### src/rtl/button_conditioner.sv
// Four-button conditioner: 2-flop synchronizer, tick-qualified debounce, press/release pulses.
// Define BUTTON_AUTOREPEAT_EN to add hold-to-repeat press pulses.
module button_conditioner #(
  parameter int DEBOUNCE_TICKS      = 4,
  parameter int REPEAT_DELAY_TICKS  = 50,
  parameter int REPEAT_PERIOD_TICKS = 10
) (
  input  logic       clock_i,
  input  logic       reset_i,
  input  logic [3:0] key_n_i,
  input  logic       tick_i,
  output logic [3:0] btn_level_o,
  output logic [3:0] btn_press_o,
  output logic [3:0] btn_release_o
);

  localparam int        N        = 4;
  localparam logic [7:0] DB_LIMIT = 8'(DEBOUNCE_TICKS);

  logic [N-1:0] sync1_q, sync2_q;
  logic [N-1:0] level_q, level_d;
  logic [N-1:0] press_q, press_d;
  logic [N-1:0] release_q, release_d;
  logic [7:0]   db_cnt_q [N];
  logic [7:0]   db_cnt_d [N];

`ifdef BUTTON_AUTOREPEAT_EN
  localparam logic [7:0] RPT_DELAY  = 8'(REPEAT_DELAY_TICKS);
  // After a repeat fires, reloading here makes the next hit exactly one period later.
  localparam logic [7:0] RPT_RELOAD = 8'(REPEAT_DELAY_TICKS - REPEAT_PERIOD_TICKS);
  logic [7:0] rpt_cnt_q [N];
  logic [7:0] rpt_cnt_d [N];
`else
  localparam int unused_repeat_cfg = REPEAT_DELAY_TICKS + REPEAT_PERIOD_TICKS;
`endif

  always_comb begin
    // NOTE: every output of this block gets a default first so no latch is inferred.
    level_d   = level_q;
    press_d   = '0;
    release_d = '0;
    for (int i = 0; i < N; i++) begin
      db_cnt_d[i] = db_cnt_q[i];
      if (tick_i) begin
        if (sync2_q[i] != level_q[i]) begin
          if (db_cnt_q[i] + 8'd1 == DB_LIMIT) begin
            level_d[i]   = ~level_q[i];
            press_d[i]   = ~level_q[i];
            release_d[i] = level_q[i];
            db_cnt_d[i]  = '0;
          end else begin
            db_cnt_d[i] = db_cnt_q[i] + 8'd1;
          end
        end else begin
          db_cnt_d[i] = '0;
        end
      end
`ifdef BUTTON_AUTOREPEAT_EN
      // Held ticks count only between the press edge and the release edge, so a
      // repeat can never coincide with the falling edge.
      rpt_cnt_d[i] = rpt_cnt_q[i];
      if (!level_q[i] || !level_d[i]) begin
        rpt_cnt_d[i] = '0;
      end else if (tick_i) begin
        if (rpt_cnt_q[i] + 8'd1 == RPT_DELAY) begin
          press_d[i]   = 1'b1;
          rpt_cnt_d[i] = RPT_RELOAD;
        end else begin
          rpt_cnt_d[i] = rpt_cnt_q[i] + 8'd1;
        end
      end
`endif
    end
  end

  always_ff @(posedge clock_i) begin
    if (reset_i) begin
      sync1_q   <= '0;
      sync2_q   <= '0;
      level_q   <= '0;
      press_q   <= '0;
      release_q <= '0;
      // NOTE: the counter arrays are small flop banks, not RAM, so they are reset too.
      for (int i = 0; i < N; i++) begin
        db_cnt_q[i] <= '0;
`ifdef BUTTON_AUTOREPEAT_EN
        rpt_cnt_q[i] <= '0;
`endif
      end
    end else begin
      // NOTE: non-blocking assignments keep the two synchronizer stages distinct flops.
      sync1_q   <= ~key_n_i;
      sync2_q   <= sync1_q;
      level_q   <= level_d;
      press_q   <= press_d;
      release_q <= release_d;
      for (int i = 0; i < N; i++) begin
        db_cnt_q[i] <= db_cnt_d[i];
`ifdef BUTTON_AUTOREPEAT_EN
        rpt_cnt_q[i] <= rpt_cnt_d[i];
`endif
      end
    end
  end

  assign btn_level_o   = level_q;
  assign btn_press_o   = press_q;
  assign btn_release_o = release_q;

endmodule

### config.mk
export PLATFORM = sky130hd
export DESIGN_NAME = button_conditioner
export DESIGN_NICKNAME = d
export VERILOG_FILES = /design/src/rtl/button_conditioner.sv
export SDC_FILE = /design/constraint.sdc
export NUM_CORES = 1
export LEC_CHECK = 0
export ABC_AREA = 0
export CORE_UTILIZATION = 58
export DETAILED_ROUTE_END_ITERATION = 8
export PLACE_DENSITY_LB_ADDON = 0.12
export SYNTH_ARGS = -nofsm -noshare
export SYNTH_HDL_FRONTEND = slang
export SYNTH_SLANG_ARGS = --single-unit
### constraint.sdc
create_clock -name clock_i -period 2.1 [get_ports clock_i]
set_input_delay 0.21 -clock clock_i [delete_from_list [all_inputs] [get_ports clock_i]]
set_output_delay 0.21 -clock clock_i [all_outputs]
set_load 0.05 [all_outputs]
==> flow_summary.toml, run 1 <==
[outcome]
status = "finished clean"

[sta]
finalSetupViolCount = 0
fmax_ghz = 0.530
tightest_slew_ns = 0.498
fin_skew_ns = 0.00446
drv_slew = 0
rsz0062_at_grt = "false"
maxSlewHeadroom_pct = 66.7
finalCritPeriodShare_pct = 89.8
fin_crit_ns = 1.89
final.setup.tns_ns = 0
hold_viol = 0

[hold_path]
hp-class = "in2reg"

[route]
ant_nets = 0
wire_per_inst_um = 13.5
drtIter0Drc = 140
drc_errors = 0
drt_pass1_iterations = 4
via_per_inst = 6.02
vias = 2258
wl_mm = 5.06

[synth]
dominantRegCellSynth = "dfxtp_1"
synthArstFlopShare_pct = 0
syn_area_um2 = 2600
yosysSeqAreaShare_pct = 40.1
synth.top_cell.area_share_pct = 40.1
ys_seq_elements = 52
synthTopCellsByArea = "dfxtp_1 (40%), nor2_1 (4.9%), ha_1 (3.9%)"
syn_inst = 301
synth_edf_count = 0
ys_warn_count = 0
synth.distinct_cells = 53
syn_nets = 316
avgSynthCellArea_um2 = 8.63
yosysTopAreaCell = "dfxtp_1"

[die]
die_y_um = 68.9
die_area_um2 = 4750
fp-row-count = 23
start_util_pct = 62.7
ios = 19
core_um2 = 4140
die_x_um = 68.9

[finish]
final_cell_mix = "dfxtp_1 (52), nor2_1 (34), nand2_1 (21)"
drive_above_1_share_pct = 9.54
final_common_cell = "dfxtp_1"
finalNetCount = 339
syn_to_final_growth_pct = 14.3
num_antenna_cells = 0
layout.cells.non_filler = 375

[critical_path]
cp.arrival_ns = 2.13
crit_type = "reg2reg"
cp-end-kind = "register"
critPathMaxFanout = 7
r2r_setup_slack_ns = 0.21
critPathRequiredTime_ns = 2.34
worst_setup_path_start_kind = "register"

[pwr]
p_per_area_nw_per_um2 = 597
power_leakage_nw = 1.09
ir_drop_mv = 0.514

[clock_network]
htree_levels = 2
numCtsBuffers = 5
clock_path_buffers = 2
clock_latency_ns = 0.31
path_clk_slew_ns = 0.09
cts-root-buf = "clkbuf_8"
clock-sinks = 52
cts_tree = "yes"
cts_setup_buffers = 0

[place]
dp_cells = 367
dpl.hpwl_mm = 3.58
finalWeightedCongestion = 0.812
io_buffers = 18

[grt]
grt_pass1_vias = 1923
grt_pass1_wl_mm = 8.53
track_usage_pct = 23.9
overflow = 0
grt_start_max_net_pins = 27
antenna_found_initial = 0

[job]
maxCapViolations = 0
-- path summary, 6_finish.rpt --
kind / depth (start not counted) / startpoint / end
hold / removal: 2 / reset_i / sync1_q[2]$_SDFF_PP0_
setup reg to reg: 6 / db_cnt_q[1][0]$_SDFFE_PP0P_ / btn_level_o[1]$_SDFFE_PP0P_
setup / recovery: 6 / db_cnt_q[1][0]$_SDFFE_PP0P_ / btn_level_o[1]$_SDFFE_PP0P_
hold reg to reg: 1 / sync1_q[2]$_SDFF_PP0_ / sync2_q[2]$_SDFF_PP0_
-- per-layer routing --
layer | share of wire [%] | wire (µm) | global-route usage [%] | vias to the layer above
li1 | - | - | - | 1157
met1 | 51 | 2560 | 31.0 | 1064
met2 | 45 | 2290 | 39.2 | 31
met3 | 2.9 | 146 | 3.95 | 6
met4 | 1.2 | 61 | 9.69 | 0
met5 | 0 | 0 | 0 | -
-- cell usage after synthesis (4+ instances only) --
cell type and n:
dfxtp_1 52, nor2_1 34, nand2_1 21, a21oi_1 19, o21ai_0 16, nand2b_1 11
nand3_1 10, nor3_1 10, and3_1 9, a311oi_1 8, clkbuf_1 8, ha_1 8
nor2b_1 7, xor2_1 7, nor3b_1 6, nor4_1 6, nand4_1 5, and2_1 4
and3b_1 4
-- logic make-up (layout without fill, tap and decap cells) --
kind of cell               count (synthesis)  count (layout)  synth area share (%)
and+or+nand+nor                          141             141                  30.1
AOI/OAI and AO/OA                         74              74                  19.6
DFF                                       52              52                  40.1
buffers and inverters                     16              40                  2.79
adders and majority gates                  8               8                  3.85
xor gates and xnor gates                   8               8                  2.70
muxes                                      2               2                 0.867
-- flip-flops by register name (all words and copies together), names as in the netlist --
signal,cells
btn_level_o,4
btn_press_o,4
btn_release_o,4
db_cnt_q,32
sync1_q,4
sync2_q,4
-- where the power goes --
| group | switching [mW] | internal [mW] |
|---|---|---|
| sequential | 0.00527 | 0.994 |
| combinational | 0.0492 | 0.0342 |
| clock | 0.337 | 0.353 |
| total | 0.391 | 1.38 |
-- per-stage QoR --
| step | setup WS (ns) | power, mW | util, % | cell area (µm²) | hold slack [ns] |
|---|---|---|---|---|---|
| CTS | 0.171 | 1.78 | 71.6 | 2970 | 0.318 |
| global route | 0.0280 | 1.84 | 71.7 | 2970 | 0.347 |
| finish | 0.213 | 1.77 | 71.7 | 2970 | 0.330 |
| global placement | 0.247 | 1.10 | 69.0 | 2860 | 0.417 |
| detailed placement | 0.183 | 1.11 | 69.0 | 2860 | 0.424 |
| floorplan | 0.167 | 1.07 | - | 2600 | 0.277 |
-- critical path: stages, from the launching register on --
cell      delay (ns)
dfxtp_1         0.35
ha_2            0.24
nand3_2         0.15
nor4b_4         0.25
o221ai_2        0.19
or4_1           0.49
a21oi_1         0.14
-- what timing repair did --
action                     in CTS  in global routing
gates resized for setup         0                  1
hold buffers                    0                  0
setup endpoints to repair       0                  1
-- cell type report --
cell class	instances	area (µm²)
Clock buffer	5	68.8
Clock inverter	3	42.5
Fill cell	338	1170
Inverter	3	11.3
Multi-Input combinational cell	233	1490
Sequential cell	52	1040
Tap cell	50	62.6
Timing Repair Buffer	29	258
No activity file was read; power rests on OpenSTA's default activity.
==> run 2: changes to the inputs <==
- ABC_AREA: 0 -> 1
- ABC_CLOCK_PERIOD_IN_PS: unset -> 2100
- PLACE_DENSITY_LB_ADDON: 0.12 -> 0.2
==> flow_summary.toml, run 2 <==
[synth]
ys_warn_count = 0
synth.most_common_cell = "nand2_1"
synth_edf_count = 0
avgSynthCellArea_um2 = 6.89
yosysTopAreaCell = "dfxtp_1"
synthArstFlopShare_pct = 0
yosysSeqAreaShare_pct = 39.4
synthTopCellsByArea = "dfxtp_1 (39%), nand2_1 (16%), nor2_1 (6.1%)"
synth_commonest_cells = "nand2_1 (116), dfxtp_1 (52), nor2_1 (43)"
syn_area_um2 = 2640
ys_seq_elements = 52
synth.distinct_cells = 26
synth.top_cell.area_share_pct = 39.4
syn_nets = 398
syn_inst = 383
dominantRegCellSynth = "dfxtp_1"

[critical_path]
worst-path-stages = 1
cp-end-kind = "output port"
cpPeakStageDelay_ns = 0.84
crit_family = "buffers and inverters"
path_cells = "clkdlybuf4s50_1"
crit_path_top_delay_cell = "clkdlybuf4s50_1"
critPathMaxFanout = 5
worst_setup_path_start_kind = "register"
cp.arrival_ns = 1.59
crit_type = "reg2out"
ff2ff_path_depth = 8
path_buf_inv = 1
critPathRequiredTime_ns = 1.89

[pwr]
p_per_area_nw_per_um2 = 559
power_mw = 1.66
ir_drop_mv = 0.333
power_leakage_nw = 1.11

[grt]
grt_pass1_vias = 2129
grt_pass1_wl_mm = 8.98
track_usage_pct = 22.7
overflow = 0
grt_start_max_net_pins = 31
antenna_found_initial = 0

[finish]
multi_input_area_um2 = 1410
largest_reg_flops = 32
largest_register = "db_cnt_q"
fin_util_pct = 68.4
syn_to_final_growth_pct = 12.8
final_cell_mix = "nand2_1 (116), dfxtp_1 (52), nor2_1 (43)"
drive_above_1_share_pct = 8.64
final_common_cell = "nand2_1"
finalNetCount = 419
layout.area.seq_um2 = 1040
fillCellCount = 387
num_antenna_cells = 0

[clock_network]
cts_tree = "yes"
clock_latency_ns = 0.31
holdBufCountCts = 0
clock-sinks = 52
cts_resized = 0
cts_setup_buffers = 0
numCtsBuffers = 5
clock_path_buffers = 2
path_clk_slew_ns = 0.09
cts-root-buf = "clkbuf_8"
htree_levels = 2

[route]
wire_per_inst_um = 11.5
drtIter0Drc = 168
drt_pass1_iterations = 7
ant_nets = 0
wl_mm = 5.25
vias = 2346
via_per_inst = 5.13
drc_errors = 0

[sta]
fin_crit_ns = 1.80
drv_slew = 0
rsz0062_at_grt = "false"
fmax_ghz = 0.556
hold_viol = 0
worst_slack_ns = 0.302
finalSetupViolCount = 0
maxSlewHeadroom_pct = 66.3
whs_ns = 0.408
tightest_slew_ns = 0.504
final.setup.tns_ns = 0
finalCritPeriodShare_pct = 85.6
fin_skew_ns = 0.00905

[die]
core_um2 = 4350
start_util_pct = 60.6
die_y_um = 69.5
ios = 19
die_x_um = 69.5
fp-row-count = 24
die_area_um2 = 4830

[hold_path]
hp-class = "in2reg"
holdPathStages = 2

[place]
dpl.hpwl_mm = 3.75
io_buffers = 18
finalWeightedCongestion = 0.832
dp_worst_setup_slack_ns = 0.416

[outcome]
status = "finished clean"

[job]
maxCapViolations = 0
## run 2: changes by cell type in the layout (fill, tap and decap cells not counted), moves of 7 or more
cell / previous run / this run
buf_4: 11 / 4
nand3_1: 10 / 28
nor2_1: 34 / 43
and3_1: 9 / 0
o21ai_0: 16 / 5
nand2b_1: 11 / 0
nor2b_1: 7 / 0
a311oi_1: 8 / 0
inv_1: 3 / 39
nor2_2: 0 / 12
a21oi_1: 19 / 29
nand2_1: 21 / 116
## run 2: stage by stage
stage               std cells  cell area (µm²)
finish                    457             2980
floorplan                 383             2640
detailed placement        449             2890
CTS                       457             2980
global route              457             2980
global placement          449             2890
## run 2: final timing paths
| check | start | to | slack, ns |
|---|---|---|---|
| hold / removal | key_n_i[3] | sync1_q[3]$_SDFF_PP0_ | 0.41 |
| hold reg to reg | sync1_q[2]$_SDFF_PP0_ | sync2_q[2]$_SDFF_PP0_ | 0.41 |
| setup reg to reg | db_cnt_q[0][1]$_SDFFE_PP0P_ | btn_level_o[0]$_SDFFE_PP0P_ | 0.38 |
| setup / recovery | btn_level_o[2]$_SDFFE_PP0P_ | btn_level_o[2] | 0.30 |
## run 2: area by class of cell
cell class / count / area share, %
Sequential cell: 52 / 35.0
Inverter: 42 / 5.29
Tap cell: 52 / 2.18
Timing Repair Buffer: 22 / 7.06
Multi-Input combinational cell: 281 / 47.4
Clock buffer: 6 / 2.77
Clock inverter: 2 / 0.336
## run 2: cells by family after synthesis
logic type	after synthesis	synth area share, %
XOR/XNOR	10	3.89
AO/OA/AOI/OAI	40	7.91
flip-flops	52	39.4
buffers and inverters	50	7.11
AND/OR/NAND/NOR	223	37.9
adder cells (fa/ha/maj)	8	3.79
## run 2: metal layers
metal | global-route usage, % | share of wire, %
met4 | 5.44 | 0.69
met1 | 28.5 | 48
met5 | 0 | 0
met3 | 3.92 | 3.4
met2 | 40.2 | 48
## run 2: where the power goes
| group | internal [mW] | leakage, nW | switching (mW) |
|---|---|---|---|
| logic | 0.0242 | 0.639 | 0.0453 |
| registers | 0.995 | 0.421 | 0.00653 |
| clock network | 0.264 | 0.0510 | 0.329 |
| total | 1.28 | 1.11 | 0.381 |
==> run 3: changes to the inputs <==
- PLACE_DENSITY: unset -> 0.84
- PLACE_DENSITY_LB_ADDON: 0.2 -> unset
- TNS_END_PERCENT: unset -> 1
==> flow_summary.toml, run 3 (synthesis results as in run 2) <==
[outcome]
status = "finished clean"

[route]
drt-met1-wl_mm = 2.40
wire_per_inst_um = 11.5
wl_met2_mm = 2.57
drt_pass1_iterations = 4
vias = 2393
wl_met3_um = 173
top_layer_used = "met4"
drc_errors = 0
via_per_inst = 5.26
drtIter0Drc = 105
wl_mm = 5.22
ant_nets = 0

[finish]
multi_input_area_um2 = 1410
final_common_cell = "nand2_1"
layout.area.seq_um2 = 1040
drive_above_1_share_pct = 7.94
largest_register = "db_cnt_q"
fillCellCount = 350
final_cell_mix = "nand2_1 (116), dfxtp_1 (52), nor2_1 (43)"
num_antenna_cells = 0
syn_to_final_growth_pct = 12.7
largest_reg_flops = 32
finalNetCount = 417
layout.cells.non_filler = 455

[critical_path]
critPathRequiredTime_ns = 1.89
worst_setup_path_start_kind = "register"
cpPeakStageDelay_ns = 0.84
cp-end-kind = "output port"
crit_family = "buffers and inverters"
crit_path_top_delay_cell = "clkdlybuf4s50_1"
crit_type = "reg2out"
path_cells = "clkdlybuf4s50_1"
critPathMaxFanout = 4
cp.arrival_ns = 1.58
path_buf_inv = 1

[clock_network]
numCtsBuffers = 5
cts_resized = 0
clock_path_buffers = 2
cts_setup_buffers = 0
clock_latency_ns = 0.31
cts-root-buf = "clkbuf_8"
path_clk_slew_ns = 0.09
clock-sinks = 52
htree_levels = 2
cts_tree = "yes"
holdBufCountCts = 0

[sta]
maxSlewHeadroom_pct = 66.4
tightest_slew_ns = 0.503
fmax_ghz = 0.557
rsz0062_at_grt = "false"
finalSetupViolCount = 0
hold_viol = 0
final.setup.tns_ns = 0
finalCritPeriodShare_pct = 85.4
fin_crit_ns = 1.79
fin_skew_ns = 0.00633
drv_slew = 0

[place]
io_buffers = 18
dp_cells = 447
finalWeightedCongestion = 0.859
dpl.hpwl_mm = 3.60

[job]
maxCapViolations = 0

[pwr]
p_per_area_nw_per_um2 = 560
power_leakage_nw = 1.10
power_mw = 1.67
ir_drop_mv = 0.489

[die]
die_area_um2 = 4830
die_y_um = 69.5
fp-row-count = 24
core_um2 = 4350
ios = 19
start_util_pct = 60.6
die_x_um = 69.5

[grt]
track_usage_pct = 23.5
grt_start_max_net_pins = 47
antenna_found_initial = 0
grt_pass1_wl_mm = 9.40
grt_pass1_vias = 2325
overflow = 0

[hold_path]
hp-class = "reg2reg"
-- run 3: cell types whose count changed in the layout (fill, tap and decap cells not counted) --
cell and delta:
clkinvlp_4 +1, clkinv_2 -2, buf_4 -3, buf_12 +1, clkbuf_1 +1
-- run 3: power breakdown --
group / leakage, nW / total (mW) / internal (mW) / switching, mW
clock: 0.0445 / 0.598 / 0.268 / 0.329
combinational: 0.633 / 0.0686 / 0.0244 / 0.0442
sequential: 0.421 / 1.00 / 0.995 / 0.00612
-- run 3: final timing paths --
check	start	slack (ns)	to	cells after the start
min	sync1_q[3]$_SDFF_PP0_	0.40	sync2_q[3]$_SDFF_PP0_	2
max	btn_level_o[3]$_SDFFE_PP0P_	0.31	btn_level_o[3]	1
max reg2reg	db_cnt_q[1][1]$_SDFFE_PP0P_	0.50	btn_level_o[1]$_SDFFE_PP0P_	10
min reg2reg	sync1_q[3]$_SDFF_PP0_	0.40	sync2_q[3]$_SDFF_PP0_	2
-- run 3: metrics by stage --
| step | util, % | hold WS (ns) | area, µm² | worst slack, ns |
|---|---|---|---|---|
| floorplan | - | 0.277 | 2640 | 0.635 |
| global placement | 66.2 | 0.391 | 2880 | 0.447 |
| detailed placement | 66.2 | 0.392 | 2880 | 0.368 |
| CTS | 68.4 | 0.405 | 2980 | 0.289 |
| global route | 68.4 | 0.410 | 2980 | 0.266 |
| finish | 68.4 | 0.403 | 2980 | 0.306 |
-- run 3: area by class of cell --
cell class                      instances  share of cell area (%)
Inverter                               42                    5.30
Clock buffer                            7                    2.90
Multi-Input combinational cell        281                    47.4
Timing Repair Buffer                   20                    6.98
Sequential cell                        52                    35.0
Clock inverter                          1                   0.252
Tap cell                               52                    2.19
-- run 3: metal layers --
| layer | vias up | global-route usage [%] |
|---|---|---|
| met5 | - | 0 |
| met4 | 0 | 10.9 |
| met3 | 8 | 4.36 |
| met2 | 36 | 41.1 |
| met1 | 1100 | 27.7 |
| li1 | 1249 | - |
